[src/rtl/spi_nibble_pkg.sv]
// rtl/spi_nibble_pkg.sv - shared types and helpers for the SPI nibble receiver
//
// Purpose: FSM state encoding, acknowledge header constant and the frame
//          integrity check used by spi_nibble_rx.
// Ports:   none (package)

package spi_nibble_pkg;

   typedef enum logic [1:0] {
      IDLE    = 2'd0,
      SHIFT   = 2'd1,
      CHECK   = 2'd2,
      WAIT_CS = 2'd3
   } state_t;

   // Upper nibble of the byte returned on MISO during the following frame.
   localparam logic [3:0] ACK_HDR = 4'b0101;

   // A frame carries its payload twice: the high nibble is the inverse of the low one.
   function automatic logic frame_ok(input logic [7:0] frame);
      return frame[7:4] == ~frame[3:0];
   endfunction

endpackage

[src/rtl/spi_nibble_rx_if.sv]
// rtl/spi_nibble_rx_if.sv - SPI bus bundle between master board and nibble receiver
//
// Purpose: groups the four SPI wires so the receiver and the bench share one bundle.
// Signals: sck  - SPI clock driven by the master
//          mosi - serial data, master to slave
//          cs_n - chip select, active low
//          miso - acknowledge data, slave to master
// Modports: master drives sck/mosi/cs_n and reads miso; slave is the reverse.

interface spi_nibble_rx_if;

   logic sck;
   logic mosi;
   logic cs_n;
   logic miso;

   modport master (
      output sck,
      output mosi,
      output cs_n,
      input  miso
   );

   modport slave (
      input  sck,
      input  mosi,
      input  cs_n,
      output miso
   );

endinterface

[src/rtl/sync_edge.sv]
// rtl/sync_edge.sv - two-flop synchronizer with edge detection
//
// Purpose: brings an asynchronous pin into the clk domain and flags its edges.
// Ports:   clk   - system clock
//          rst   - synchronous active-high reset, loads RST_VAL into every flop
//          din   - asynchronous input
//          level - synchronized level (second flop)
//          rise  - one-cycle pulse on a synchronized 0->1 transition
//          fall  - one-cycle pulse on a synchronized 1->0 transition

module sync_edge #(
   parameter logic RST_VAL = 1'b0
) (
   input  logic clk,
   input  logic rst,
   input  logic din,
   output logic level,
   output logic rise,
   output logic fall
);

   logic s1;
   logic s2;
   logic hist;

   always_ff @(posedge clk) begin
      if (rst) begin
         s1   <= RST_VAL;
         s2   <= RST_VAL;
         hist <= RST_VAL;
      end else begin
         s1   <= din;
         s2   <= s1;
         hist <= s2;
      end
   end

   assign level = s2;
   assign rise  = s2 & ~hist;
   assign fall  = ~s2 & hist;

endmodule

[src/rtl/spi_nibble_rx.sv]
// rtl/spi_nibble_rx.sv - SPI mode-0 slave that receives checked 4-bit values
//
// Purpose: deserializes 8-bit MSB-first frames, accepts a frame only when its
//          high nibble is the inverse of its low nibble, holds the last
//          accepted nibble for the 7-segment decoder (nibble[3] -> A ...
//          nibble[0] -> D) and returns {ACK_HDR, nibble} on MISO during the
//          next frame.
// Ports:   clk       - system clock
//          rst       - synchronous active-high reset
//          spi       - SPI bundle (slave side): sck, mosi, cs_n in, miso out
//          nibble    - last accepted value, registered
//          valid     - one-cycle pulse in the cycle nibble takes a new value
//          frame_err - sticky error, set by short/timed-out/bad frames,
//                      cleared by the next accepted frame

module spi_nibble_rx
   import spi_nibble_pkg::*;
#(
   parameter int FRAME_BITS     = 8,
   parameter int TIMEOUT_CYCLES = 50000
) (
   input  logic                 clk,
   input  logic                 rst,
   spi_nibble_rx_if.slave       spi,
   output logic [3:0]           nibble,
   output logic                 valid,
   output logic                 frame_err
);

   localparam int              TW       = $clog2(TIMEOUT_CYCLES + 1);
   localparam logic [TW-1:0]   TO_MAX   = TW'(TIMEOUT_CYCLES);
   localparam logic [2:0]      LAST_BIT = 3'(FRAME_BITS - 1);

   // ---------------------------------------------------------------
   // Input synchronization
   // ---------------------------------------------------------------
   logic sck_lvl_unused;
   logic sck_rise;
   logic sck_fall;
   logic cs_lvl;
   logic cs_rise;
   logic cs_fall;
   logic mosi_s1;
   logic mosi_s2;

   sync_edge #(.RST_VAL(1'b0)) u_sck_sync (
      .clk   (clk),
      .rst   (rst),
      .din   (spi.sck),
      .level (sck_lvl_unused),
      .rise  (sck_rise),
      .fall  (sck_fall)
   );

   sync_edge #(.RST_VAL(1'b1)) u_cs_sync (
      .clk   (clk),
      .rst   (rst),
      .din   (spi.cs_n),
      .level (cs_lvl),
      .rise  (cs_rise),
      .fall  (cs_fall)
   );

   // mosi only needs its level; same depth as sck so data and clock stay aligned.
   always_ff @(posedge clk) begin
      if (rst) begin
         mosi_s1 <= 1'b0;
         mosi_s2 <= 1'b0;
      end else begin
         mosi_s1 <= spi.mosi;
         mosi_s2 <= mosi_s1;
      end
   end

   // ---------------------------------------------------------------
   // Datapath registers
   // ---------------------------------------------------------------
   state_t                  state_q;
   state_t                  state_d;
   logic [FRAME_BITS-1:0]   shreg;
   logic [2:0]              bit_cnt;
   logic [TW-1:0]           idle_cnt;
   logic [7:0]              ack;

   logic last_edge;
   logic to_hit;

   assign last_edge = sck_rise && (bit_cnt == LAST_BIT);
   assign to_hit    = (idle_cnt == TO_MAX);

   // ---------------------------------------------------------------
   // FSM: state register
   // ---------------------------------------------------------------
   always_ff @(posedge clk) begin
      if (rst) begin
         state_q <= IDLE;
      end else begin
         state_q <= state_d;
      end
   end

   // ---------------------------------------------------------------
   // FSM: next state
   // ---------------------------------------------------------------
   always_comb begin
      state_d = state_q;
      case (state_q)
         IDLE: begin
            if (cs_fall) state_d = SHIFT;
         end
         SHIFT: begin
            // The last data edge wins over a simultaneous deselect; the
            // deselect is then honoured from WAIT_CS.
            if (last_edge)              state_d = CHECK;
            else if (cs_rise || to_hit) state_d = IDLE;
         end
         CHECK: begin
            state_d = WAIT_CS;
         end
         WAIT_CS: begin
            if (cs_lvl) state_d = IDLE;
         end
         default: state_d = IDLE;
      endcase
   end

   // ---------------------------------------------------------------
   // FSM: per-state actions
   // ---------------------------------------------------------------
   logic do_clear;
   logic do_shift;
   logic do_count;
   logic do_abort;
   logic do_accept;
   logic do_reject;
   logic do_ack_load;

   always_comb begin
      do_clear    = 1'b0;
      do_shift    = 1'b0;
      do_count    = 1'b0;
      do_abort    = 1'b0;
      do_accept   = 1'b0;
      do_reject   = 1'b0;
      do_ack_load = 1'b0;
      case (state_q)
         IDLE: begin
            do_clear    = 1'b1;
            do_ack_load = cs_fall;
         end
         SHIFT: begin
            do_shift = sck_rise;
            do_count = 1'b1;
            do_abort = !last_edge && (cs_rise || to_hit);
         end
         CHECK: begin
            do_accept = frame_ok(shreg);
            do_reject = !frame_ok(shreg);
         end
         default: ;
      endcase
   end

   // ---------------------------------------------------------------
   // Shift register, bit count, idle timeout, outputs, ack register
   // ---------------------------------------------------------------
   always_ff @(posedge clk) begin
      if (rst) begin
         shreg     <= '0;
         bit_cnt   <= '0;
         idle_cnt  <= '0;
         nibble    <= 4'h0;
         valid     <= 1'b0;
         frame_err <= 1'b0;
         ack       <= 8'h00;
      end else begin
         valid <= do_accept;

         // Clearing in IDLE also guarantees the idle counter starts from zero
         // on entry to SHIFT.
         if (do_clear) begin
            shreg    <= '0;
            bit_cnt  <= '0;
            idle_cnt <= '0;
         end else if (do_shift) begin
            shreg    <= {shreg[FRAME_BITS-2:0], mosi_s2};
            bit_cnt  <= bit_cnt + 3'd1;
            idle_cnt <= '0;
         end else if (do_count && !to_hit) begin
            idle_cnt <= idle_cnt + TW'(1);
         end

         if (do_accept) begin
            nibble    <= shreg[3:0];
            frame_err <= 1'b0;
         end else if (do_reject || do_abort) begin
            frame_err <= 1'b1;
         end

         // The ack byte reports the value held at the start of this frame.
         if (do_ack_load) begin
            ack <= {ACK_HDR, nibble};
         end else if (sck_fall) begin
            ack <= {ack[6:0], 1'b0};
         end
      end
   end

   // MSB is presented as soon as the frame starts; quiet whenever deselected.
   assign spi.miso = (state_q != IDLE) && !cs_lvl && ack[7];

endmodule
[src/flat_wrapper.sv]
// flat-port wrapper written by rule: the top's interface ports become plain ports
module spi_nibble_rx_flat import spi_nibble_pkg::*;
#(
   parameter int FRAME_BITS     = 8,
   parameter int TIMEOUT_CYCLES = 50000
)
  (clk, rst, nibble, valid, frame_err, spi_sck, spi_mosi, spi_cs_n, spi_miso);
  spi_nibble_rx_if spi_i ();
  input  logic clk;
  input  logic rst;
  output logic [3:0] nibble;
  output logic valid;
  output logic frame_err;
  input wire logic [$bits(spi_i.sck)-1:0] spi_sck;
  input wire logic [$bits(spi_i.mosi)-1:0] spi_mosi;
  input wire logic [$bits(spi_i.cs_n)-1:0] spi_cs_n;
  output wire logic [$bits(spi_i.miso)-1:0] spi_miso;
  assign spi_i.sck = spi_sck;
  assign spi_i.mosi = spi_mosi;
  assign spi_i.cs_n = spi_cs_n;
  assign spi_miso = spi_i.miso;
  spi_nibble_rx #(.FRAME_BITS(FRAME_BITS), .TIMEOUT_CYCLES(TIMEOUT_CYCLES)) u_core (.clk(clk), .rst(rst), .spi(spi_i), .nibble(nibble), .valid(valid), .frame_err(frame_err));
endmodule
[config.mk]
export PLATFORM = sky130hd
export DESIGN_NAME = spi_nibble_rx_flat
export DESIGN_NICKNAME = d
export VERILOG_FILES = /design/src/rtl/spi_nibble_pkg.sv /design/src/rtl/spi_nibble_rx_if.sv /design/src/rtl/sync_edge.sv /design/src/rtl/spi_nibble_rx.sv /design/src/flat_wrapper.sv
export SDC_FILE = /design/constraint.sdc
export NUM_CORES = 1
export LEC_CHECK = 0
export ABC_CLOCK_PERIOD_IN_PS = 3800
export BUFFER_PORTS_ARGS = -buffer_cell sky130_fd_sc_hd__buf_2
export CAP_MARGIN = 10
export CELL_PAD_IN_SITES_DETAIL_PLACEMENT = 2
export CELL_PAD_IN_SITES_GLOBAL_PLACEMENT = 2
export CORE_MARGIN = 3
export CORE_UTILIZATION = 25
export CTS_CLUSTER_DIAMETER = 40
export DETAILED_ROUTE_END_ITERATION = 7
export HOLD_SLACK_MARGIN = 0.06
export PLACE_DENSITY = 0.58
export SLEW_MARGIN = 30
export SYNTH_ARGS = -nofsm -noshare
export SYNTH_HDL_FRONTEND = slang
export SYNTH_HIERARCHICAL = 1
export SYNTH_SLANG_ARGS = --single-unit
[constraint.sdc]
create_clock -name clk -period 3.8 [get_ports clk]
set_input_delay 0.38 -clock clk [delete_from_list [all_inputs] [get_ports clk]]
set_output_delay 0.38 -clock clk [all_outputs]
set_load 0.005 [all_outputs]
# Word level (Yosys, flattened, before mapping)
# Index checks and enable logic that the tools add are counted.
word_totals:
  reg_bits: 51
  output_inout_bits: 7
  word_cells: 70
  input_bits: 5
op_classes:
  n_addsub: 2
  reduce_logical: 19
  n_bitwise: 9
  n_eq_ne: 9
  n_mux: 14
ops:
  columns: ["operator", "count"]
  rows:
  - ["16-bit by 1-bit adder with 16-bit output (second input constant)", 1]
  - ["16-bit == test (second input constant)", 1]
  - ["7-bit 2-to-1 mux", 2]
  - ["2-bit 2-to-1 mux", 4]
  - ["2-bit one-hot mux with 4 select lines", 1]
  - ["1-bit 2-to-1 mux", 7]
  - ["2-bit OR reduction", 3]
  - ["1-bit logical AND", 5]
  - ["1-bit bitwise AND", 4]
  - ["2-bit == test (second input constant)", 2]
  - ["4-bit == test", 1]
  - ["1-bit zero test", 4]
  - ["1-bit inverter", 4]
  - ["4-bit inverter", 1]
  - ["2-bit nonzero test", 2]
  - ["3-bit by 1-bit adder with 3-bit output (second input constant)", 1]
  - ["3-bit == test (second input constant)", 1]
  - ["3-bit by 1-bit inequality test with 1-bit output (second input constant)", 1]
  - ["3-bit AND reduction", 1]
  - ["3-bit OR reduction", 1]
  - ["2-bit by 1-bit == test with 1-bit output (second input constant)", 1]
  - ["2-bit zero test", 1]
  - ["1-bit logical OR", 2]
  - ["2-bit by 1-bit inequality test with 1-bit output (second input constant)", 1]
  - ["2-bit inequality test (second input constant)", 1]

# Depth between registers and ports, before layout
logic_depth:
  word_depth: 7
  depth_mapped: 7
  mapped_depth_nobuf: 6

# Modules after synthesis
# The synthesis kept the hierarchy.
by_module_without_submodules:
  columns: ["module", "n_inst", "seq_area_each_um2", "area_each_um2", "cells_per_inst"]
  rows:
  - ["spi_nibble_rx", 1, 900.9, 2103.3, 242]
  - ["sync_edge (u_core.u_cs_sync)", 1, 60.1, 92.6, 8]
  - ["sync_edge (u_core.u_sck_sync)", 1, 60.1, 91.3, 8]

# Least setup slack after synthesis
# OpenSTA, ideal clock, no wires.
synth_path:
  kind: "register -> register"
  startpoint: "register u_core.idle_cnt[0]"
  endpoint: "register u_core.idle_cnt[10]"
  slack_ns: 2.027
  arrival_ns: 1.703
  setup_ns: 0.070
  stages_incl_launch_ff: 8
  path_buffers: 1
  t_required_ns: 3.730
  synth_period_minus_slack_ns: 1.773
  path_cell_list: "dfxtp_1 -> inv_1 -> ha_1 -> nor3b_1 -> and4_4 -> buf_6 -> or4_1 -> a21oi_1"
synth_between:
  elab_chain_len: 3
  word_cells_on_any_way: 4
  classes_between: "1 x add/sub; 1 x eq/ne; 2 x reduce/logical"
synth_rtl:
  columns: ["element", "line_no", "text"]
  rows:
  - ["start, declared", "spi_nibble_rx.sv:82", "logic [TW-1:0] idle_cnt;"]
  - ["start signal, assigned", "spi_nibble_rx.sv:190", "idle_cnt <= idle_cnt + TW'(1);"]
  - ["branches (longest 3 deep; another with 16-bit by 1-bit adder with 16-bit output)", null, null]
# Several ways; the timed one is not identified.
# A chain may end at the register's enable or synchronous reset.

# Final worst setup path
layout_path:
  startpoint: "register u_core.u_sck_sync.s2 (netlist: u_core/u_sck_sync/level)"
  endpoint: "register u_core.idle_cnt[5]"
layout_between:
  elab_chain_len: 3
layout_rtl:
  columns: ["element", "line_no", "text"]
  rows:
  - ["start, declared", "sync_edge.sv:23", "logic s2;"]
  - ["start signal, assigned", "sync_edge.sv:29", "s2 <= RST_VAL;"]
  - ["start signal, assigned", "sync_edge.sv:33", "s2 <= s1;"]
  - ["1-bit bitwise AND", "sync_edge.sv:39", "assign rise = s2 & ~hist;"]
  - ["via u_core.sck_rise", "spi_nibble_rx.sv:38", "logic sck_rise;"]
  - ["1-bit 2-to-1 mux", "spi_nibble_rx.sv:146", "case (state_q)"]
  - ["3-bit OR reduction (no line)", null, null]
# The timed path passes the listed nets, and every way through them passes these cells.

==> impl_results.md <==
* WHS Path Cells at 2
* Clk buf depth at 2
* Fin. Hold Viols at 0
* Die X at 102 um
* Cell variety after synth at 48
* CTS sink count at 51
* Commonest non-fill, non-tap cell in the layout: dfxtp_1
* Min setup slack post-route at 1.83 ns
* RSZ-0062 raised after global routing: false
* Core area at 0.00881 sq mm
* Ys flop type: dfxtp_1
* Row count at 34
* Syn Inst Count at 258
* Flops & latches, synth at 51
* Ranking of synthesized cells by area: dfxtp_1 45%, nand2_1 6.1%, a21oi_1 5.9%, mux2i_1 4.8%, o31ai_1 2.6%
* FF-to-FF End: u_core/idle_cnt[5]
* Register-to-register setup slack at about 1.8 ns
* VDD IR max at around 0.12 mV
* Average via count per standard cell at ~5.0
* Gr ovfl total at 0
* EDFF count, synth at 0
* # resized after CTS at 0
* CP Capture Type: register
* Final Skew at 0.00821 ns
* Setup_tns at 0 ns
* Commonest cells after routing, fill and taps aside: 51 x dfxtp_1, 37 x nand2_1, 27 x a21oi_1
* First-pass GRT wire length at 9.83 mm
* Lkg Pwr at a little over 0.0008 uW
* Crit path max fanout at 19
* Share of layout cells above drive strength 1 at 10.5%
* Synthesized Nets at around 270
* Required time of the critical path at 3.99 ns
* WHS Endpoint: u_core/u_cs_sync/s1
* Critical Path AT at 2.16 ns
* Initial Util at 26.0%
* Actual slew at the worst max-slew pin at 0.863 ns
* Mean Syn Cell Area at 8.87 sq um
* Clock transition at path regs at between 0.1 and 0.15 ns
* Final setup vio count at 0
* Routed wire length at 5.73 mm
* Largest net degree at the start of global routing at 26
* CTS Root Buffer Type: clkbuf_8
* Pwr per Cell Area at 366 mW/mm^2
* Die area at a little over 0.01 sq mm
* Routed Antenna Nets at 0
* CP Class: reg -> reg
* GRT Total Usage at 12.1%
* 1st-pass router iterations at 4
* Vias in the first global route at 1,948
* Register area share after synthesis at 44.6%
* Hold_buf cts at 0
* Async SR Flop Fraction at 0%
* Initial DRC Count at 75
* Layout area overhead at 10.3%
* Yosys top cell area share at 44.6%
* H-tree depth at 2
* Post-synth top area cell: dfxtp_1
* Status: complete, no violations
* Worst Setup Start Kind: register
* Hold_sp: spi_cs_n
* Vias at 1,870
* Layout Nets at 274
* Clk_lat worst skew at a little over 0.3 ns
* Die H at 102 um
* Max-slew violation count at 0
* Gpl congestion at 0.696
* Rel. slew slack at 42.3%
* DP Cell Count at 366
* Mapped Area at 0.00229 sq mm
* Initial antenna violation count at 0
* Max cap viols at 0
* Fin util at 28.7%
* Post-CTS setup buffers at 0
* CTS tree: built
* Drt wl/cell at 15.3 um
* Worst r2r src: u_core/u_sck_sync/level
* Ports at 12
* Syn. warnings at 6
* Port bufs at 11
* CTS buffer count at 5
* Tcrit/Tclk final at 51.9%
* DRC Markers at 0
* Finished Layout Cells at 374
* Placement Setup Slack at between 1.5 and 2 ns
* Max Fclk at 507 MHz
* Tmin final at between 1.5 and 2 ns
* Antenna diode count at 0
* HPWL Detailed at 4.06 mm
* FF-to-FF path depth at 5
* Number of fill cells at 1,010
* Hold Path Class: in -> reg
==> synthesized netlist by cell type (all sizes together), types with 2 or more instances <==
| cell type | instances |
|---|---|
| o31ai | 8 |
| and4 | 3 |
| a21oi | 27 |
| or2 | 4 |
| or4 | 6 |
| nor2 | 9 |
| xor2 | 4 |
| buf | 6 |
| dfxtp | 51 |
| clkbuf | 6 |
| nor3 | 7 |
| a211oi | 3 |
| nor4 | 3 |
| inv | 5 |
| ha | 4 |
| and2b | 2 |
| or3 | 6 |
| o21ai | 6 |
| xnor2 | 2 |
| nand2 | 37 |
| nand3 | 11 |
| and3 | 2 |
| nand4 | 5 |
| mux2i | 11 |
| nor2b | 9 |
| o311ai | 2 |
| nor3b | 2 |
| and2 | 3 |
==> metal layers <==
metal,up-vias,track usage [%],wire length [um]
met1,907,15.8,2790
met5,-,0,0
li1,945,-,-
met3,2,2.89,132
met2,16,19.9,2780
met4,0,3.07,36
==> registers in the layout (all words and copies together), names as in the netlist, named ones only <==
| register | cells |
|---|---|
| u_core/idle_cnt | 16 |
| u_core/ack | 8 |
| u_core/shreg | 8 |
| u_core/nibble | 4 |
| u_core/bit_cnt | 3 |
| u_core/frame_err | 1 |
| u_core/mosi_s1 | 1 |
| u_core/mosi_s2 | 1 |
| u_core/state_q | 1 |
| u_core/u_cs_sync/hist | 1 |
| u_core/u_cs_sync/level | 1 |
| u_core/u_cs_sync/s1 | 1 |
| u_core/u_sck_sync/hist | 1 |
| u_core/u_sck_sync/level | 1 |
| u_core/u_sck_sync/s1 | 1 |
| u_core/valid | 1 |
==> power by group <==
group          leakage (uW)  switching (uW)  internal (uW)
combinational      0.000351            20.4           12.6
sequential         0.000413            4.40            541
clock             0.0000467             208            137
total              0.000811             233            691
==> cells by family after synthesis <==
logic type	count (synthesis)	share of synthesized area, %
simple gates	115	28.1
compound gates	54	14.7
flops	51	44.6
buf+inv	17	3.34
mux	11	4.81
xor+xnor	6	2.30
fa+ha+maj	4	2.19
==> critical path: stages (launching register included) <==
cell	delay (ns)
dfxtp_1	0.35
nor2b_1	0.26
and3b_1	0.64
nor2_1	0.29
o311ai_0	0.18
o31ai_1	0.12
==> how the worst max path moves through the flow <==
stage                            startpoint             endpoint  slack (ns)
finish              u_core/u_sck_sync/level   u_core/idle_cnt[5]        1.83
global route        u_core/u_sck_sync/level   u_core/idle_cnt[5]        1.51
CTS                 u_core/u_sck_sync/level   u_core/idle_cnt[5]        1.75
detailed placement  u_core/u_sck_sync/level   u_core/idle_cnt[5]        1.78
global placement    u_core/u_sck_sync/level   u_core/idle_cnt[5]        1.89
floorplan                u_core/idle_cnt[0]  u_core/idle_cnt[10]        2.03
==> area by class of cell <==
cell class | instances | area [sq um] | share of cell area (%)
clock buffers | 5 | 68.8 | 2.73
clock inverters | 3 | 27.5 | 1.09
inverters | 5 | 18.8 | 0.744
multi-input cells | 190 | 1190 | 47.1
flip-flops and latches | 51 | 1020 | 40.5
well taps | 108 | 135 | 5.35
repair buffers | 12 | 62.6 | 2.48
==> stage by stage <==
stage	total power (uW)	cell area, sq um	hold WS [ns]
finish	924	2520	0.236
floorplan	581	2290	0.383
CTS	950	2520	0.226
global placement	592	2430	0.390
global route	977	2520	0.216
detailed placement	592	2430	0.397
(Power assumes the default switching activity.)
